[config.mk]
export PLATFORM = sky130hd
export DESIGN_NAME = psram_req_arbiter_flat
export DESIGN_NICKNAME = d
export VERILOG_FILES = /design/src/rtl/psram_pkg.sv /design/src/rtl/psram_req_arbiter_if.sv /design/src/rtl/psram_rr_arb2.sv /design/src/rtl/psram_req_arbiter.sv /design/src/flat_wrapper.sv
export SDC_FILE = /design/constraint.sdc
export NUM_CORES = 1
export LEC_CHECK = 0
export ABC_CLOCK_PERIOD_IN_PS = 2850
export CORE_MARGIN = 2
export CORE_UTILIZATION = 46
export CTS_CLUSTER_SIZE = 16
export DETAILED_ROUTE_END_ITERATION = 8
export HOLD_SLACK_MARGIN = 0.05
export PLACE_DENSITY = 0.86
export SETUP_SLACK_MARGIN = 0.3
export SYNTH_ARGS = -nofsm -noshare
export SYNTH_HDL_FRONTEND = slang
export SYNTH_HIERARCHICAL = 1
export SYNTH_SLANG_ARGS = --single-unit
[constraint.sdc]
create_clock -name clk -period 2.85 [get_ports clk]
set_clock_uncertainty 0.1 [all_clocks]
set_input_delay 0.57 -clock clk [delete_from_list [all_inputs] [get_ports clk]]
set_output_delay 0.57 -clock clk [all_outputs]
set_load 0.02 [all_outputs]
[src/rtl/psram_pkg.sv]
// Shared types and constants for the PSRAM request arbiter.
package psram_pkg;

    typedef enum logic [2:0] {
        StDelay,
        StQpiEnter,
        StIdle,
        StIssue,
        StWait,
        StRelease
    } state_e;

    localparam logic [7:0] CMD_QUAD_READ  = 8'hEB;
    localparam logic [7:0] CMD_QUAD_WRITE = 8'h38;
    localparam logic [7:0] CMD_QPI_ENTER  = 8'h35;

    localparam logic P_FETCH = 1'b0;
    localparam logic P_DATA  = 1'b1;

    typedef struct packed {
        logic [23:0] addr;
        logic [31:0] wdata;
        logic [2:0]  size;
        logic        we;
    } txn_t;

    // Byte counts outside 1..4 are treated as a full word.
    function automatic logic [2:0] clamp_size(input logic [2:0] size);
        return ((size == 3'd0) || (size > 3'd4)) ? 3'd4 : size;
    endfunction

    // Zero the bytes above the transferred count.
    function automatic logic [31:0] mask_rdata(input logic [31:0] data, input logic [2:0] size);
        logic [31:0] res;
        case (size)
            3'd1:    res = {24'h0, data[7:0]};
            3'd2:    res = {16'h0, data[15:0]};
            3'd3:    res = {8'h0, data[23:0]};
            default: res = data;
        endcase
        return res;
    endfunction

endpackage

[src/rtl/psram_req_arbiter_if.sv]
// Controller-side bus of the PSRAM request arbiter.
interface psram_req_arbiter_if;
    logic [23:0] mem_addr;
    logic [31:0] mem_wdata;
    logic [31:0] mem_rdata;
    logic [2:0]  mem_size;
    logic        mem_start;
    logic        mem_done;
    logic [3:0]  mem_wait_states;
    logic [7:0]  mem_cmd;
    logic        mem_rd_wr;
    logic        mem_qspi;
    logic        mem_qpi;
    logic        mem_short_cmd;

    modport master (
        output mem_addr, mem_wdata, mem_size, mem_start, mem_wait_states, mem_cmd,
               mem_rd_wr, mem_qspi, mem_qpi, mem_short_cmd,
        input  mem_rdata, mem_done
    );

    modport slave (
        input  mem_addr, mem_wdata, mem_size, mem_start, mem_wait_states, mem_cmd,
               mem_rd_wr, mem_qspi, mem_qpi, mem_short_cmd,
        output mem_rdata, mem_done
    );
endinterface

[src/rtl/psram_rr_arb2.sv]
// Two-way round-robin arbiter with a registered last-grant pointer.
module psram_rr_arb2
    import psram_pkg::*;
(
    input  logic clk,
    input  logic rst,
    input  logic req0_i,
    input  logic req1_i,
    input  logic gnt_en_i,
    output logic gnt_valid_o,
    output logic gnt_id_o
);

    logic last_q, last_d;

    // Grant the lone requester, or on a tie the port not served last.
    always_comb begin
        gnt_valid_o = gnt_en_i & (req0_i | req1_i);
        if (req0_i && req1_i) begin
            gnt_id_o = ~last_q;
        end else begin
            gnt_id_o = req1_i ? P_DATA : P_FETCH;
        end
        last_d = gnt_valid_o ? gnt_id_o : last_q;
    end

    // Pointer starts as if port 1 was served last so port 0 wins the first tie.
    always_ff @(posedge clk) begin
        if (rst) begin
            last_q <= P_DATA;
        end else begin
            last_q <= last_d;
        end
    end

endmodule

[src/rtl/psram_req_arbiter.sv]
// Arbitrates fetch and data requesters onto one PSRAM controller.
// Optional QPI-entry sequence after power-up: define PSRAM_ARB_QPI_INIT_EN.
module psram_req_arbiter
    import psram_pkg::*;
#(
    parameter int unsigned INIT_DELAY = 16,
    parameter logic [3:0]  RD_WAIT    = 4'd6,
    parameter logic [7:0]  RD_CMD     = CMD_QUAD_READ,
    parameter logic [7:0]  WR_CMD     = CMD_QUAD_WRITE
) (
    input  logic                       clk,
    input  logic                       rst,
    output logic                       init_done,
    input  logic                       p0_req,
    input  logic [23:0]                p0_addr,
    output logic [31:0]                p0_rdata,
    output logic                       p0_ack,
    input  logic                       p1_req,
    input  logic                       p1_we,
    input  logic [23:0]                p1_addr,
    input  logic [31:0]                p1_wdata,
    input  logic [2:0]                 p1_size,
    output logic [31:0]                p1_rdata,
    output logic                       p1_ack,
    psram_req_arbiter_if.master        mem
);

    localparam int unsigned CntW = (INIT_DELAY < 2) ? 1 : $clog2(INIT_DELAY + 1);

    state_e          state_q, state_d;
    logic [CntW-1:0] cnt_q, cnt_d;
    txn_t            txn_q, txn_d;
    logic            port_q, port_d;
    logic            init_done_q, init_done_d;
    logic [31:0]     p0_rdata_q, p0_rdata_d, p1_rdata_q, p1_rdata_d;
    logic            p0_ack_q, p0_ack_d, p1_ack_q, p1_ack_d;
    logic            gnt_valid, gnt_id, txn_busy;
`ifdef PSRAM_ARB_QPI_INIT_EN
    logic [1:0]      qpi_ph_q, qpi_ph_d;
`endif

    psram_rr_arb2 u_arb (
        .clk        (clk),
        .rst        (rst),
        .req0_i     (p0_req),
        .req1_i     (p1_req),
        .gnt_en_i   (state_q == StIdle),
        .gnt_valid_o(gnt_valid),
        .gnt_id_o   (gnt_id)
    );

    // Next-state logic: power-up delay, optional QPI entry, grant and handshake.
    always_comb begin
        state_d     = state_q;
        cnt_d       = cnt_q;
        txn_d       = txn_q;
        port_d      = port_q;
        init_done_d = init_done_q;
        p0_rdata_d  = p0_rdata_q;
        p1_rdata_d  = p1_rdata_q;
        p0_ack_d    = 1'b0;
        p1_ack_d    = 1'b0;
`ifdef PSRAM_ARB_QPI_INIT_EN
        qpi_ph_d    = qpi_ph_q;
`endif
        case (state_q)
            StDelay: begin
                if (cnt_q != CntW'(INIT_DELAY)) begin
                    cnt_d = cnt_q + CntW'(1);
                end else if (!mem.mem_done) begin
`ifdef PSRAM_ARB_QPI_INIT_EN
                    state_d  = StQpiEnter;
                    qpi_ph_d = 2'd0;
`else
                    state_d     = StIdle;
                    init_done_d = 1'b1;
`endif
                end
            end
`ifdef PSRAM_ARB_QPI_INIT_EN
            // Phase 0 pulses start, 1 waits for done, 2 waits for done to drop.
            StQpiEnter: begin
                case (qpi_ph_q)
                    2'd0: qpi_ph_d = 2'd1;
                    2'd1: if (mem.mem_done) qpi_ph_d = 2'd2;
                    default: begin
                        if (!mem.mem_done) begin
                            state_d     = StIdle;
                            init_done_d = 1'b1;
                        end
                    end
                endcase
            end
`endif
            StIdle: begin
                if (gnt_valid) begin
                    port_d = gnt_id;
                    if (gnt_id == P_DATA) begin
                        txn_d.addr  = p1_addr;
                        txn_d.wdata = p1_wdata;
                        txn_d.size  = clamp_size(p1_size);
                        txn_d.we    = p1_we;
                    end else begin
                        txn_d.addr  = p0_addr;
                        txn_d.wdata = 32'h0;
                        txn_d.size  = 3'd4;
                        txn_d.we    = 1'b0;
                    end
                    state_d = StIssue;
                end
            end
            StIssue: state_d = StWait;
            StWait: begin
                if (mem.mem_done) begin
                    if (port_q == P_FETCH) begin
                        p0_ack_d   = 1'b1;
                        p0_rdata_d = mask_rdata(mem.mem_rdata, txn_q.size);
                    end else begin
                        p1_ack_d = 1'b1;
                        if (!txn_q.we) begin
                            p1_rdata_d = mask_rdata(mem.mem_rdata, txn_q.size);
                        end
                    end
                    state_d = StRelease;
                end
            end
            // Done is held for a few cycles; wait it out so it is counted once.
            StRelease: if (!mem.mem_done) state_d = StIdle;
            default: state_d = StDelay;
        endcase
    end

    // State and datapath registers.
    always_ff @(posedge clk) begin
        if (rst) begin
            state_q     <= StDelay;
            cnt_q       <= '0;
            txn_q       <= '0;
            port_q      <= P_FETCH;
            init_done_q <= 1'b0;
            p0_rdata_q  <= 32'h0;
            p1_rdata_q  <= 32'h0;
            p0_ack_q    <= 1'b0;
            p1_ack_q    <= 1'b0;
`ifdef PSRAM_ARB_QPI_INIT_EN
            qpi_ph_q    <= 2'd0;
`endif
        end else begin
            state_q     <= state_d;
            cnt_q       <= cnt_d;
            txn_q       <= txn_d;
            port_q      <= port_d;
            init_done_q <= init_done_d;
            p0_rdata_q  <= p0_rdata_d;
            p1_rdata_q  <= p1_rdata_d;
            p0_ack_q    <= p0_ack_d;
            p1_ack_q    <= p1_ack_d;
`ifdef PSRAM_ARB_QPI_INIT_EN
            qpi_ph_q    <= qpi_ph_d;
`endif
        end
    end

    // Controller field mapping, driven only while a transaction is in flight.
    always_comb begin
        txn_busy            = (state_q == StIssue) || (state_q == StWait) ||
                              (state_q == StRelease);
        mem.mem_addr        = txn_q.addr;
        mem.mem_wdata       = txn_q.wdata;
        mem.mem_size        = txn_q.size;
        mem.mem_start       = (state_q == StIssue);
        mem.mem_cmd         = 8'h0;
        mem.mem_rd_wr       = 1'b0;
        mem.mem_wait_states = 4'h0;
        mem.mem_short_cmd   = 1'b0;
        if (txn_busy) begin
            mem.mem_cmd         = txn_q.we ? WR_CMD : RD_CMD;
            mem.mem_rd_wr       = ~txn_q.we;
            mem.mem_wait_states = txn_q.we ? 4'h0 : RD_WAIT;
        end
`ifdef PSRAM_ARB_QPI_INIT_EN
        if (state_q == StQpiEnter) begin
            mem.mem_start     = (qpi_ph_q == 2'd0);
            mem.mem_cmd       = CMD_QPI_ENTER;
            mem.mem_short_cmd = 1'b1;
        end
        mem.mem_qspi = 1'b0;
        mem.mem_qpi  = init_done_q;
`else
        mem.mem_qspi = init_done_q;
        mem.mem_qpi  = 1'b0;
`endif
    end

    assign init_done = init_done_q;
    assign p0_rdata  = p0_rdata_q;
    assign p1_rdata  = p1_rdata_q;
    assign p0_ack    = p0_ack_q;
    assign p1_ack    = p1_ack_q;

endmodule

[src/flat_wrapper.sv]
// flat-port wrapper written by rule: the top's interface ports become plain ports
module psram_req_arbiter_flat import psram_pkg::*;
#(
    parameter int unsigned INIT_DELAY = 16,
    parameter logic [3:0]  RD_WAIT    = 4'd6,
    parameter logic [7:0]  RD_CMD     = CMD_QUAD_READ,
    parameter logic [7:0]  WR_CMD     = CMD_QUAD_WRITE
)
  (clk, rst, init_done, p0_req, p0_addr, p0_rdata, p0_ack, p1_req, p1_we, p1_addr, p1_wdata, p1_size, p1_rdata, p1_ack, mem_mem_addr, mem_mem_wdata, mem_mem_size, mem_mem_start, mem_mem_wait_states, mem_mem_cmd, mem_mem_rd_wr, mem_mem_qspi, mem_mem_qpi, mem_mem_short_cmd, mem_mem_rdata, mem_mem_done);
  psram_req_arbiter_if mem_i ();
  input  logic clk;
  input  logic rst;
  output logic init_done;
  input  logic p0_req;
  input  logic [23:0] p0_addr;
  output logic [31:0] p0_rdata;
  output logic p0_ack;
  input  logic p1_req;
  input  logic p1_we;
  input  logic [23:0] p1_addr;
  input  logic [31:0] p1_wdata;
  input  logic [2:0] p1_size;
  output logic [31:0] p1_rdata;
  output logic p1_ack;
  output wire logic [$bits(mem_i.mem_addr)-1:0] mem_mem_addr;
  output wire logic [$bits(mem_i.mem_wdata)-1:0] mem_mem_wdata;
  output wire logic [$bits(mem_i.mem_size)-1:0] mem_mem_size;
  output wire logic [$bits(mem_i.mem_start)-1:0] mem_mem_start;
  output wire logic [$bits(mem_i.mem_wait_states)-1:0] mem_mem_wait_states;
  output wire logic [$bits(mem_i.mem_cmd)-1:0] mem_mem_cmd;
  output wire logic [$bits(mem_i.mem_rd_wr)-1:0] mem_mem_rd_wr;
  output wire logic [$bits(mem_i.mem_qspi)-1:0] mem_mem_qspi;
  output wire logic [$bits(mem_i.mem_qpi)-1:0] mem_mem_qpi;
  output wire logic [$bits(mem_i.mem_short_cmd)-1:0] mem_mem_short_cmd;
  input wire logic [$bits(mem_i.mem_rdata)-1:0] mem_mem_rdata;
  input wire logic [$bits(mem_i.mem_done)-1:0] mem_mem_done;
  assign mem_mem_addr = mem_i.mem_addr;
  assign mem_mem_wdata = mem_i.mem_wdata;
  assign mem_mem_size = mem_i.mem_size;
  assign mem_mem_start = mem_i.mem_start;
  assign mem_mem_wait_states = mem_i.mem_wait_states;
  assign mem_mem_cmd = mem_i.mem_cmd;
  assign mem_mem_rd_wr = mem_i.mem_rd_wr;
  assign mem_mem_qspi = mem_i.mem_qspi;
  assign mem_mem_qpi = mem_i.mem_qpi;
  assign mem_mem_short_cmd = mem_i.mem_short_cmd;
  assign mem_i.mem_rdata = mem_mem_rdata;
  assign mem_i.mem_done = mem_mem_done;
  psram_req_arbiter #(.INIT_DELAY(INIT_DELAY), .RD_WAIT(RD_WAIT), .RD_CMD(RD_CMD), .WR_CMD(WR_CMD)) u_core (.clk(clk), .rst(rst), .init_done(init_done), .p0_req(p0_req), .p0_addr(p0_addr), .p0_rdata(p0_rdata), .p0_ack(p0_ack), .p1_req(p1_req), .p1_we(p1_we), .p1_addr(p1_addr), .p1_wdata(p1_wdata), .p1_size(p1_size), .p1_rdata(p1_rdata), .p1_ack(p1_ack), .mem(mem_i));
endmodule
### Yosys cells after proc, flatten, opt, wreduce, memory -nomap -nowiden

Index checks and enable logic that the tools add are counted.

* $add $sub $neg: 1
* order comparisons: 1
* eq/ne operators: 11
* mux-type cells: 17
* bitwise operators: 8
* reduce and logical (&&, ||, !) cells: 13

Operators with widths (count)
* $pmux 32 s3: 1
* $mux 60: 1
* $mux 3: 6
* $mux 8: 2
* $pmux 3 s5: 1
* $eq 3x2->1 const B: 4
* $reduce_and 3->1: 3
* $eq 3x3->1 const B: 2
* $logic_not 3->1: 2
* $not 1->1: 6
* $add 5x1->5 const B: 1
* $mux 1: 5
* $ne 5x5->1 const B: 1
* $mux 4: 1
* $ne 2x2->1 const B: 2
* $reduce_and 2->1: 2
* $reduce_and 4->1: 1
* $eq 3x1->1 const B: 1
* $gt 3x3->1 const B: 1
* $logic_or 1x1->1: 3
* $reduce_or 3->1: 1
* $ne 2x1->1 const B: 1
* $and 1x1->1: 1
* $logic_and 1x1->1: 1
* $or 1x1->1: 1

* register bits after elaboration: 137
* bits of input ports: 121
* output and inout bits: 143
* logic and storage cells: 64

### Logic depth before layout (Yosys ltp)

Gate-level depths: netlist of run 1.

* depth in word-level cells: 4
* mapped depth: 9
* depth with buffers taken out: 5

### Cells and area by module

Netlist of run 1, hierarchy kept.

Modules (own cells, without submodules)
* psram_req_arbiter: times used 1, cells an instance 703, area each 6013.3 um2, seq. area each 2722.6 um2
* psram_rr_arb2: times used 1, cells an instance 6, area each 57.6 um2, seq. area each 20.0 um2

### Worst setup path after synthesis of run 1

No wires, ideal clock.

* path kind: flip-flop to output port
* from: register u_core.state_q[2]
* to: output port mem_mem_cmd[0]
* data arrival time: 1.648 ns
* data required time: 2.180 ns
* path slack: 0.532 ns
* stages on the path, launching flop included: 6
* buffers on the path: 2
* path through: dfxtp_1 -> buf_6 -> and3b_2 -> or2_2 -> nor2b_1 -> buf_4

* cells in the longest elaborated chain, start to end: 4
* elaborated cells on any way between the ends: 6
* classes of those cells: 3 x eq/ne; 1 x mux; 2 x reduce/logical

Ends and longest elaborated chain
* start, declared: RTL line psram_req_arbiter.sv:30 `state_e state_q, state_d;`
* start signal, assigned: RTL line psram_req_arbiter.sv:136 `state_q <= StDelay;`
* start signal, assigned: RTL line psram_req_arbiter.sv:149 `state_q <= state_d;`
* $eq 3x2->1
* named net mem_mem_start: RTL line flat_wrapper.sv:28 `output wire logic [$bits(mem_i.mem_start)-1:0] mem_mem_start;`
* $logic_or 1x1->1 (2 in a row): RTL line psram_req_arbiter.sv:166 `txn_busy = (state_q == StIssue) || (state_q == StWait) ||`
* named net u_core.txn_busy: RTL line psram_req_arbiter.sv:37 `logic gnt_valid, gnt_id, txn_busy;`
* $mux 8: RTL line psram_req_arbiter.sv:176 `if (txn_busy) begin`
* end, declared: RTL line flat_wrapper.sv:30 `output wire logic [$bits(mem_i.mem_cmd)-1:0] mem_mem_cmd;`

The timed path passes the listed nets, and every way through them passes these cells.

### Final worst setup path of run 1

* from: register u_core.state_q[2]
* to: output port mem_mem_cmd[4]

* cells in the longest elaborated chain, start to end: 4
* elaborated cells on any way between the ends: 6
* classes of those cells: 3 x eq/ne; 1 x mux; 2 x reduce/logical

Ends and longest elaborated chain (RTL line)
* $eq 3x2->1 or $eq 3x3->1 (tied branches): psram_req_arbiter.sv:166
* $logic_or 1x1->1: psram_req_arbiter.sv:166
* $logic_or 1x1->1 *: psram_req_arbiter.sv:166
* $mux 8 *: psram_req_arbiter.sv:176

Every way passes the cells marked *; elsewhere a longest branch is shown, timed or not.

==> run_results.csv, run 1 <==
group,metric,value,unit
layout,area_growth,45.63,%
setup_path,r2r_slack,0.68,ns
synth,synthArstFlopShare,0,
layout,diodes,0,
layout,fillers,949,
timing,layout_min_cycle_time,2.478,ns
clock_network,cts_made_buffers,17,
setup_path,critPathMaxStageDelay,0.39,ns
hold_path,hold_end,"u_core/mem.mem_wdata[11]",
timing,tightestPinTransition,1.117,ns
floorplanning,start_util,0.4753,
setup_path,r2r-start,"u_core/state_q[0]",
floorplanning,io_pins,264,
flow_run,maxCapViolations,0,
setup_path,path_class,"reg -> out",
clock_network,clock_sinks,137,
timing,rsz0062_at_grt,"false",
clock_network,cts-htree-levels,4,
clock_network,insertion_delay,0.42,ns
setup_path,rr_endpoint,"u_core/mem.mem_addr[1]",
place,io_buffers,258,
synth,ys_ff_latch,137,
floorplanning,core,12770,µm²
power,p_total,4.332,mW
timing,relSlewSlack,0.2535,
power,leakage,2.987,nW
hold_path,hold_class,"reg -> reg",
synth,synth_area,6071,µm²
timing,hold_violations,0,
clock_network,cts-root-buf,"clkbuf_16",
detailed_routing,vias_per_cell,5.373,
synth,synth_cell_types,43,
detailed_routing,totalWireLength,17380,µm
detailed_routing,drtAntennaViolNets,0,
clock_network,clockBufferDepth,2,
synth,synth-seq-area-share,0.4518,
clock_network,clk_pin_slew_worst_paths,0.05,ns
floorplanning,die_area,14130,µm²
synth,ys_warn_count,6,
timing,setup_viol,0,
timing,slew_viol_final,0,
setup_path,path_delay_family,"simple AND/OR/NAND/NOR gates",
setup_path,end_kind,"output port",
place,place_congestion,0.8408,
synth,avgSynthCellArea,8.563,µm²
power,peakVddDrop,0.3256,mV
layout,nets,995,
floorplanning,die_w,118.9,µm
synth,synth_edf_count,0,
setup_path,crit_required,2.18,ns
hold_path,holdPathStages,2,
setup_path,cp_cell_sequence,"and3b_2, or2_2, and2_1, clkdlybuf4s15_1",
setup_path,rr_worst_depth,8,
power,power.density_cell_area,490.0,nW/µm²
setup_path,cp_max_fo,10,
clock_network,cts_tree,"built",
layout,fin_area,8841,µm²
detailed_routing,vias,5669,
floorplanning,dieHeight,118.9,µm
setup_path,arrival,1.81,ns
global_routing,grt_pass1_wl,27510,µm
timing,fin_tns_setup,0,ns
global_routing,overflow,0,
detailed_routing,drc_errors,0,
hold_path,hp-start,"u_core/mem.mem_wdata[11]",
detailed_routing,firstDrtPassIters,4,
synth,syn_inst,709,
global_routing,grt_start_max_net_pins,58,
detailed_routing,drt-wirelength-per-cell,16.47,µm
detailed_routing,drtIter0Drc,438,
layout,fin_util,0.6921,
place,dpl.hpwl,11950,µm
synth,synthFlopType,"dfxtp_1",
layout,drive_above_1_share,0.08267,
setup_path,cp_slowest_cell,"dfxtp_4",
global_routing,antenna_found_initial,0,
global_routing,grt_pass1_vias,5441,
floorplanning,fp-row-count,41,
setup_path,cp_num_buf_inv,1,
global_routing,track_usage,0.2440,
setup_path,cp-start-kind,"register",
place,placed_cell_area,8254,µm²
timing,max_freq,0.4036,GHz
timing,finalCritPeriodShare,0.8694,
outcome,status,"finished, final reports clean",
## logic make-up after synthesis
family | share of synthesized area
xor+xnor | 0.001443
buf+inv | 0.1447
simple gates | 0.1731
flops | 0.4518
fa+ha+maj | 0.006184
mux | 0.04328
compound gates | 0.1789
other cells | 0.0006177
## cell usage in the layout (no fill, tap or decap), types with 5 or more instances in the layout
cell type	Yosys	routed
o22ai_1	16	16
a21oi_1	91	91
nor2_1	31	31
clkinv_2	0	6
a211oi_1	24	24
mux2i_1	24	24
o21ai_0	59	59
nand2_1	38	38
clkdlybuf4s50_1	0	247
clkdlybuf4s15_2	0	6
nand2b_1	18	18
buf_12	0	5
nand4_1	35	35
nand3_1	49	49
conb_1	1	5
inv_1	7	7
clkbuf_16	0	17
buf_4	74	15
dfxtp_1	137	135
## routing by layer
layer  global-route usage  wire length, µm  vias up
li1                     -                -     2753
met4               0.1250              544        0
met3              0.07471             1228       43
met5                    0                0        -
met1               0.2848             6993     2623
met2               0.4034             8611      250
## registers in the layout, indices dropped and copies added (netlist names), 3 cells and up
name                  cells
u_core/cnt_q              5
u_core/mem.mem_addr      24
u_core/mem.mem_size       3
u_core/mem.mem_wdata     32
u_core/p0_rdata          32
u_core/p1_rdata          32
u_core/state_q            3
## final cells by class
type | instances | area (µm²) | area share
inverter | 7 | 26.28 | 0.002972
timing repair buffer | 277 | 2785 | 0.3150
clock inverter | 9 | 97.59 | 0.01104
clock buffer | 22 | 474.2 | 0.05364
multi-input combinational | 431 | 2495 | 0.2822
tap | 172 | 215.2 | 0.02434
sequential | 137 | 2748 | 0.3108
## metrics by stage
step                hold WS (ns)  std cells  worst slack (ns)
CTS                       0.3499       1055            0.2378
global placement          0.3371       1024            0.3032
detailed placement        0.3425       1024            0.2280
global route              0.3698       1055            0.3110
finish                    0.3483       1055            0.3722
floorplan                 0.3323        713            0.5321
## worst max path at each step
stage | start | to | slack [ns] | cells past startpoint
after floorplan | u_core/state_q[2] | mem_mem_cmd[0] | 0.53 | 5
after global routing | u_core/state_q[2] | mem_mem_cmd[4] | 0.31 | 4
final | u_core/state_q[2] | mem_mem_cmd[4] | 0.37 | 4
after CTS | u_core/state_q[2] | mem_mem_rd_wr | 0.24 | 4
after detailed placement | u_core/state_q[2] | mem_mem_rd_wr | 0.23 | 4
after global placement | u_core/state_q[2] | mem_mem_cmd[0] | 0.30 | 4
## tightest hold or removal path, cell delays in order (launching register included)
cell     delay, ns
dfxtp_1       0.30
nand2_1       0.05
a21oi_1       0.05
## power by group
group	switching, mW	total [mW]	leakage (nW)	internal, mW
sequential	0.00376	1.92	1.10	1.92
clock	0.784	2.13	0.285	1.34
combinational	0.103	0.285	1.60	0.181
total	0.891	4.33	2.99	3.44
## synth_stat cells, types with 2 or more instances
cell type / instances / area share
nor2b_1: 5 / 0.0052
mux2i_1: 24 / 0.040
a211oi_1: 24 / 0.030
nand4bb_1: 2 / 0.0037
buf_4: 74 / 0.092
clkbuf_1: 39 / 0.024
nor2_1: 31 / 0.019
nor3_1: 3 / 0.0025
nand4_1: 35 / 0.036
inv_1: 7 / 0.0043
nand2_1: 38 / 0.023
ha_1: 3 / 0.0062
and4bb_2: 2 / 0.0041
buf_2: 21 / 0.017
o21ai_0: 59 / 0.049
or2_2: 2 / 0.0021
buf_6: 4 / 0.0074
or3_1: 3 / 0.0031
nand3_1: 49 / 0.040
mux2_2: 2 / 0.0037
o22ai_1: 16 / 0.016
a31oi_1: 2 / 0.0021
nand2b_1: 18 / 0.019
a21oi_1: 91 / 0.075
dfxtp_1: 137 / 0.45
## timing repair
item,in CTS,in global routing
hold buffers,0,0
hold endpoints to repair,0,0
setup buffers,0,0
setup endpoints to repair,10,8
gates resized for setup,24,7
pin swaps,0,0
No activity file was read; power rests on OpenSTA's default activity.
==> inputs of run 2 (changes only) <==
Settings changed: PLACE_DENSITY 0.86 to 0.87.
==> run_results.csv, run 2 (same netlist as run 1, synthesis figures left out) <==
group,metric,value,unit
outcome,status,"finished, final reports clean",
setup_path,crit_required,2.18,ns
clock_network,cts_made_buffers,17,
power,power.density_cell_area,508.6,nW/µm²
timing,relSlewSlack,0.2197,
setup_path,cp_max_fo,10,
setup_path,cp-start-kind,"register",
detailed_routing,drt-wirelength-per-cell,16.44,µm
layout,drive_above_1_share,0.08050,
setup_path,cp_slowest_cell,"dfxtp_4",
global_routing,grt_pass1_vias,5379,
setup_path,critPathMaxStageDelay,0.39,ns
detailed_routing,drc_errors,0,
global_routing,antenna_found_initial,0,
detailed_routing,drtIter0Drc,468,
power,peakVddDrop,0.3619,mV
layout,layout_common_cells,"clkdlybuf4s50_1 (247), dfxtp_1 (135), a21oi_1 (91)",
setup_path,path_class,"reg -> out",
detailed_routing,vias,5623,
clock_network,clock_sinks,137,
detailed_routing,totalWireLength,17330,µm
hold_path,hold_class,"reg -> reg",
floorplanning,die_w,118.9,µm
detailed_routing,firstDrtPassIters,4,
setup_path,arrival,1.77,ns
timing,tightestPinTransition,1.168,ns
clock_network,cts-root-buf,"clkbuf_16",
setup_path,rr_worst_depth,8,
global_routing,track_usage,0.2426,
timing,slew_viol_final,0,
setup_path,end_kind,"output port",
clock_network,clk_pin_slew_worst_paths,0.06,ns
global_routing,overflow,0,
layout,area_growth,44.60,%
global_routing,grt_pass1_wl,27320,µm
timing,max_freq,0.4090,GHz
place,post-place-ws,0.2126,ns
setup_path,endpoint,"mem_mem_cmd[1]",
floorplanning,core,12770,µm²
timing,layout_min_cycle_time,2.445,ns
flow_run,maxCapViolations,0,
timing,fin_tns_setup,0,ns
timing,fin_ws,0.4050,ns
setup_path,path_delay_family,"simple AND/OR/NAND/NOR gates",
setup_path,r2r_slack,0.58,ns
timing,hold_violations,0,
floorplanning,die_area,14130,µm²
clock_network,cts_hold_buf,0,
timing,rsz0062_at_grt,"false",
place,io_buffers,258,
detailed_routing,drtAntennaViolNets,0,
setup_path,critical_path_cell_count,4,
layout,fin_util,0.6872,
hold_path,holdPathStages,2,
setup_path,cp_cell_sequence,"and3b_2, or2_2, nor2b_2, buf_2",
setup_path,cp_num_buf_inv,1,
layout,final_common_cell,"clkdlybuf4s50_1",
floorplanning,start_util,0.4753,
layout,nets,993,
clock_network,insertion_delay,0.42,ns
place,dpl.hpwl,11880,µm
floorplanning,io_pins,264,
power,p_total,4.465,mW
timing,setup_viol,0,
global_routing,grt_start_max_net_pins,49,
timing,holdWs,0.3474,ns
clock_network,cts_tree,"built",
place,place_congestion,0.8432,
setup_path,setup.worst_path.start,"u_core/state_q[2]",
timing,finalCritPeriodShare,0.8579,
setup_path,r2r-start,"u_core/state_q[0]",
power,leakage,2.991,nW
floorplanning,dieHeight,118.9,µm
detailed_routing,vias_per_cell,5.335,
layout,diodes,0,
floorplanning,fp-row-count,41,
clock_network,cts-htree-levels,4,
setup_path,rr_endpoint,"u_core/mem.mem_addr[23]",
clock_network,clockBufferDepth,2,
run 2: cell count changes in the layout (fill, tap and decap cells not counted), moves of 2 or more:
cell,previous run,this run
buf_2,0,6
clkdlybuf4s15_2,6,0
buf_12,5,2
clkinv_2,6,3
clkbuf_1,2,4
run 2: metrics by stage:
step	instance area, µm²	std cells
2_1_floorplan	6086	713
3_3_place_gp	8202	1022
3_5_place_dp	8202	1022
4_1_cts	8823	1054
5_1_grt	8778	1054
6_report	8778	1054
run 2: final cells by class:
class                      count  area (µm²)
fill                         988        3995
sequential                   137        2748
timing repair buffer         275        2690
multi-input combinational    431        2490
clock buffer                  25       495.5
tap                          172       215.2
clock inverter                 7       113.9
inverter                       7       26.28
run 2: worst min path at each step:
stage	start	to	slack [ns]
6_report	u_core/mem.mem_wdata[22]	u_core/mem.mem_wdata[22]	0.35
5_1_grt	u_core/mem.mem_wdata[30]	u_core/mem.mem_wdata[30]	0.36
4_1_cts	u_core/mem.mem_wdata[7]	u_core/mem.mem_wdata[7]	0.35
3_5_place_dp	u_core/mem.mem_wdata[7]	u_core/mem.mem_wdata[7]	0.34
3_3_place_gp	u_core/mem.mem_wdata[3]	u_core/mem.mem_wdata[3]	0.34
2_1_floorplan	u_core/mem.mem_wdata[0]	u_core/mem.mem_wdata[0]	0.33
run 2: power breakdown:
group	switching [mW]	total [mW]	internal [mW]
Combinational	0.104	0.285	0.181
Sequential	0.00384	1.92	1.92
Clock	0.792	2.26	1.47
Total	0.900	4.46	3.57
run 2: routing by layer:
layer  wire length (µm)  vias to the layer above  GRT usage
met5                  0                        -          0
met2               8680                      229     0.4163
li1                   -                     2741          -
met1               6980                     2617     0.2826
met4                507                        0     0.1101
met3               1162                       36    0.06418
run 2: timing repair:
action	4_1_cts	5_1_grt
gates resized for setup	27	10
setup buffers	0	0
pin swaps	0	0
endpoints found under the setup margin	10	8
run 2: worst register-to-register path, cell delays in order (launching register included):
cell and delay [ns]:
dfxtp_1 0.32, buf_4 0.17, nor3b_1 0.23, buf_4 0.18, o21a_1 0.17, and4bb_4 0.31
buf_4 0.33, nor2_1 0.10, a211oi_1 0.25
==> RTL edit 1 (config.mk and constraints of run 1) <==
Add a define of `PSRAM_ARB_QPI_INIT_EN`.
--- a/src/rtl/psram_req_arbiter.sv
+++ b/src/rtl/psram_req_arbiter.sv
@@ -1,5 +1,7 @@
 // Arbitrates fetch and data requesters onto one PSRAM controller.
 // Optional QPI-entry sequence after power-up: define PSRAM_ARB_QPI_INIT_EN.
+`define PSRAM_ARB_QPI_INIT_EN
+
 module psram_req_arbiter
     import psram_pkg::*;
 #(
Check against the original RTL: same outputs for any inputs over 10 cycles, from zero or initial values and one cycle with rst high; that may be too few to reach the edited logic, so the function may still have changed.
==> RTL edit 1 against run 1 <==
Combinational power rose by 2%. Synthesized cell count rose by 2.1%. Design area rose by 1.2%. Sequential cell count rose by 2. Highest routed layer unchanged. Worst setup slack improved by 0.050 ns. Final cell count rose by 3.0%. Utilization fell by 0.84 points. Critical path type unchanged. Register-to-register slack got worse by 0.02 ns. Power rose by 5.0%. Wire length fell by 5.6%. Synthesized area rose by 0.29%. Fmax rose by 2.1%. Count of clock-buffer cells in the layout fell by 2.
==> RTL edit 1: results (changes against run 1) <==
outcome: finished, final reports clean (unchanged)
Clock power frac: 50.8% (was 49.1%)
Post-Route WL: 16400 um (was 17400 um)
clock sink count: 139 (was 137)
Setup WS pre-CTS: 0.362 ns (was 0.228 ns)
P_sw: 0.000916 W (was 0.000891 W)
Layout clock area frac: 6.98% (was 6.47%)
CP endpoint: mem_mem_cmd[3] (was mem_mem_cmd[4])
Critical-path top delay cell: clkdlybuf4s50_1 (was dfxtp_4)
fraction of layout cells with a size suffix above 1: 7.79% (was 8.27%)
switching share of total power: 20.1% (was 20.6%)
met2 wire len: 7930 um (was 8610 um)
nonclk buf count: 278 (was 277)
Critical Path Source: u_core/state_q[0]$_SDFFE_PP0P_ (was u_core/state_q[2]$_SDFFE_PP0P_)
Worst slew margin: 55.0% (was 25.4%)
met1 usage in global routing: 26.2% (was 28.5%)
fin nets: 1023 (was 995)
first-pass GRT wire length: 26300 um (was 27500 um)
Inverters: 8 (was 7)
LEAKAGE: 3.09 nW (was 2.99 nW)
Multi-Input Combinational: 455 (was 431)
hold wc startpoint: u_core/mem.mem_wdata[22]$_SDFFE_PP0P_ (was u_core/mem.mem_wdata[11]$_SDFFE_PP0P_)
Worst EP arrival: 1.76 ns (was 1.81 ns)
largest net degree at the start of global routing: 87 (was 58)
CP Max Fanout: 13 (was 10)
maximum VDD drop: 0.000312 V (was 0.000326 V)
fmax: 412 MHz (was 404 MHz)
met3 wire len: 1670 um (was 1230 um)
Via Count: 5542 (was 5669)
vias in the first global route: 5319 (was 5441)
routability cong.: 0.805 (was 0.841)
register area: 2790 um2 (was 2750 um2)
Worst R2R Setup Slack: 0.66 ns (was 0.68 ns)
met2 Usage GRT: 39.7% (was 40.3%)
gr usage total: 23.3% (was 24.4%)
Post-DP HPWL: 11400 um (was 12000 um)
FF-to-FF Start: u_core/state_q[2]$_SDFFE_PP0P_ (was u_core/state_q[0]$_SDFFE_PP0P_)
r2r worst-path depth: 7 (was 8)
area of the multi-input gates: 2510 um2 (was 2490 um2)
DR iter-0 viols: 329 (was 438)
Avg Cell Area, Syn: 8.41 um2 (was 8.56 um2)
FILL cells: 1008 (was 949)
Port-buffer cells: 260 (was 258)
part of the Yosys area used for sequential elements: 45.7% (was 45.2%)
Crit path max-delay family: buffers and inverters (was simple AND/OR/NAND/NOR gates)
clock buf count: 20 (was 22)
## RTL edit 1: kinds of logic after synthesis
family	share of synthesized area, %
simple gates	19.8
compound gates	14.7
flops	45.7
buf+inv	13.7
mux	4.60
xor+xnor	0.719
fa+ha+maj	0.617
other cells	0.0616
## RTL edit 1: worst min-delay path by stage
| stage | end | slack [ns] | cells past startpoint |
|---|---|---|---|
| CTS | u_core/mem.mem_wdata[22]$_SDFFE_PP0P_ | 0.35 | 2 |
| finish | u_core/mem.mem_wdata[22]$_SDFFE_PP0P_ | 0.35 | 2 |
| floorplan | u_core/mem.mem_wdata[0]$_SDFFE_PP0P_ | 0.33 | 2 |
| global route | u_core/p0_rdata[11]$_SDFFE_PP0P_ | 0.37 | 2 |
| global placement | u_core/mem.mem_wdata[6]$_SDFFE_PP0P_ | 0.34 | 2 |
| detailed placement | u_core/mem.mem_wdata[22]$_SDFFE_PP0P_ | 0.34 | 2 |
==> RTL edit 2 (config.mk and constraints of run 1) <==
Made on the original files. Reset style: asynchronous (`rst`), changed in 2 clocked blocks.
--- a/src/rtl/psram_rr_arb2.sv
+++ b/src/rtl/psram_rr_arb2.sv
@@ -25,7 +25,7 @@
     end
 
     // Pointer starts as if port 1 was served last so port 0 wins the first tie.
-    always_ff @(posedge clk) begin
+    always_ff @(posedge clk or posedge rst) begin
         if (rst) begin
             last_q <= P_DATA;
         end else begin
--- a/src/rtl/psram_req_arbiter.sv
+++ b/src/rtl/psram_req_arbiter.sv
@@ -131,7 +131,7 @@
     end
 
     // State and datapath registers.
-    always_ff @(posedge clk) begin
+    always_ff @(posedge clk or posedge rst) begin
         if (rst) begin
             state_q     <= StDelay;
             cnt_q       <= '0;
Function: no difference found for any inputs over 10 cycles, from zero or initial values and one cycle with rst high; that may be too few to reach the edited logic, so the function may still have changed.
==> RTL edit 2 against run 1 <==
Design area increased by 5.2%. Wire length decreased by 5.7%. Sequential cell count unchanged. Hold slack improved by 0.027 ns. First-iteration DRC count decreased by 49%. Synthesized area increased by 6.3%. Worst setup slack got worse by 0.049 ns. Largest cell class is now sequential cells.
Power is not compared: it rests on default switching activity, and its combinational part moved more than twofold at a synthesized area within 25%.
==> RTL edit 2: results (changes against run 1) <==
Worst R2R Setup Slack: 0.71 ns (was 0.68 ns)
fin nets: 891 (was 995)
Layout clock area frac: 6.34% (was 6.47%)
Seq area share: 36.9% (was 31.1%)
Synth Area in Compound Gates: 8.02% (was 17.9%)
Hold EP: u_core/mem.mem_wdata[3]$_DFFE_PP0P_ (was u_core/mem.mem_wdata[11]$_SDFFE_PP0P_)
routability cong.: 0.795 (was 0.841)
r2r worst-path depth: 3 (was 8)
Synth Area in Adders: 0.582% (was 0.618%)
Netlist cell types: 41 (was 43)
routed metal-1 wirelength: 6510 um (was 6990 um)
met3 Usage GRT: 7.53% (was 7.47%)
vias in the first global route: 4888 (was 5441)
P&R area growth vs syn: 44.1% (was 45.6%)
met2 wire len: 8280 um (was 8610 um)
area of the multi-input gates: 2280 um2 (was 2490 um2)
CP Max Fanout: 7 (was 10)
outcome: finished, final reports clean (unchanged)
Post-synth ARST share: 100% (was 0%)
FILL cells: 999 (was 949)
Critical Path Source: u_core/state_q[1]$_DFFE_PP0P_ (was u_core/state_q[2]$_SDFFE_PP0P_)
post-synthesis mux area share: 15.3% (was 4.33%)
largest net degree at the start of global routing: 79 (was 58)
Worst EP arrival: 1.86 ns (was 1.81 ns)
Crit path max-delay family: buffers and inverters (was simple AND/OR/NAND/NOR gates)
CP endpoint: mem_mem_rd_wr (was mem_mem_cmd[4])
dominant cells by area after synthesis: dfrtp_1 (53%), buf_4 (8.5%), mux2_4 (7.0%) (was dfxtp_1 (45%), buf_4 (9.2%), a21oi_1 (7.5%))
DP Cell Count: 927 (was 1024)
hold wc startpoint: u_core/mem.mem_wdata[3]$_DFFE_PP0P_ (was u_core/mem.mem_wdata[11]$_SDFFE_PP0P_)
Post-DP HPWL: 12000 um (about the same)
Avg Cell Area, Syn: 11.2 um2 (was 8.56 um2)
met1 usage in global routing: 25.5% (was 28.5%)
met3 wire len: 1400 um (was 1230 um)
Data buffer area share: 29.1% (was 31.5%)
fmax: 396 MHz (was 404 MHz)
XOR/XNOR Fraction of Synth Area: 0.543% (was 0.144%)
FF-to-FF Start: u_core/mem.mem_size[2]$_DFFE_PP0P_ (was u_core/state_q[0]$_SDFFE_PP0P_)
Critical-path top delay cell: dfrtp_1 (was dfxtp_4)
DR iter-0 viols: 224 (was 438)
worst hold slack: 0.375 ns (was 0.348 ns)
Inverters: 16 (was 7)
nonclk buf count: 270 (was 277)
Commonest cells post-synth: dfrtp_1 (136), nand2_1 (95), o21ai_0 (85) (was dfxtp_1 (137), a21oi_1 (91), buf_4 (74))
fraction of layout cells with a size suffix above 1: 13.3% (was 8.27%)
post-synth top area share: 52.7% (was 45.2%)
vias per cell: 4.93 (was 5.37)
gr usage total: 22.1% (was 24.4%)
Worst path max stage delay: 0.47 ns (was 0.39 ns)
Worst-Margin Slew: 0.897 ns (was 1.12 ns)
Placed Area: 8710 um2 (was 8250 um2)
Multi-Input Combinational: 325 (was 431)
Worst R2R End: u_core/p1_rdata[14]$_DFFE_PP0P_ (was u_core/mem.mem_addr[1]$_SDFFE_PP0P_)
met2 Usage GRT: 38.4% (was 40.3%)
clock buf count: 19 (was 22)
==> RTL edit 2: cell count changes after synthesis, sizes merged, moves of 30 or more <==
| cell | before | now |
|---|---|---|
| dfxtp | 137 | 0 |
| dfrtp | 0 | 136 |
| nor2 | 32 | 2 |
| nand3 | 49 | 2 |
| a21oi | 91 | 3 |
| mux2 | 2 | 49 |
| nand2 | 38 | 95 |
| nand4 | 35 | 2 |
==> RTL edit 2: power groups by stage <==
| stage | registers [W] | clock network (W) | logic (W) |
|---|---|---|---|
| after global placement | 0.00308 | 0 | 0.00373 |
| final | 0.00311 | 0.00216 | 0.00380 |
| after global routing | 0.00320 | 0.00229 | 0.00405 |
| after CTS | 0.00311 | 0.00220 | 0.00383 |
| after detailed placement | 0.00313 | 0 | 0.00384 |
| after floorplan | 0.00338 | 0 | 0.00212 |
==> RTL edit 2: timing repair <==
| item | in CTS | in global routing |
|---|---|---|
| endpoints found under the setup margin | 10 | 9 |
| gates resized for setup | 11 | 3 |
| setup buffers | 1 | 0 |
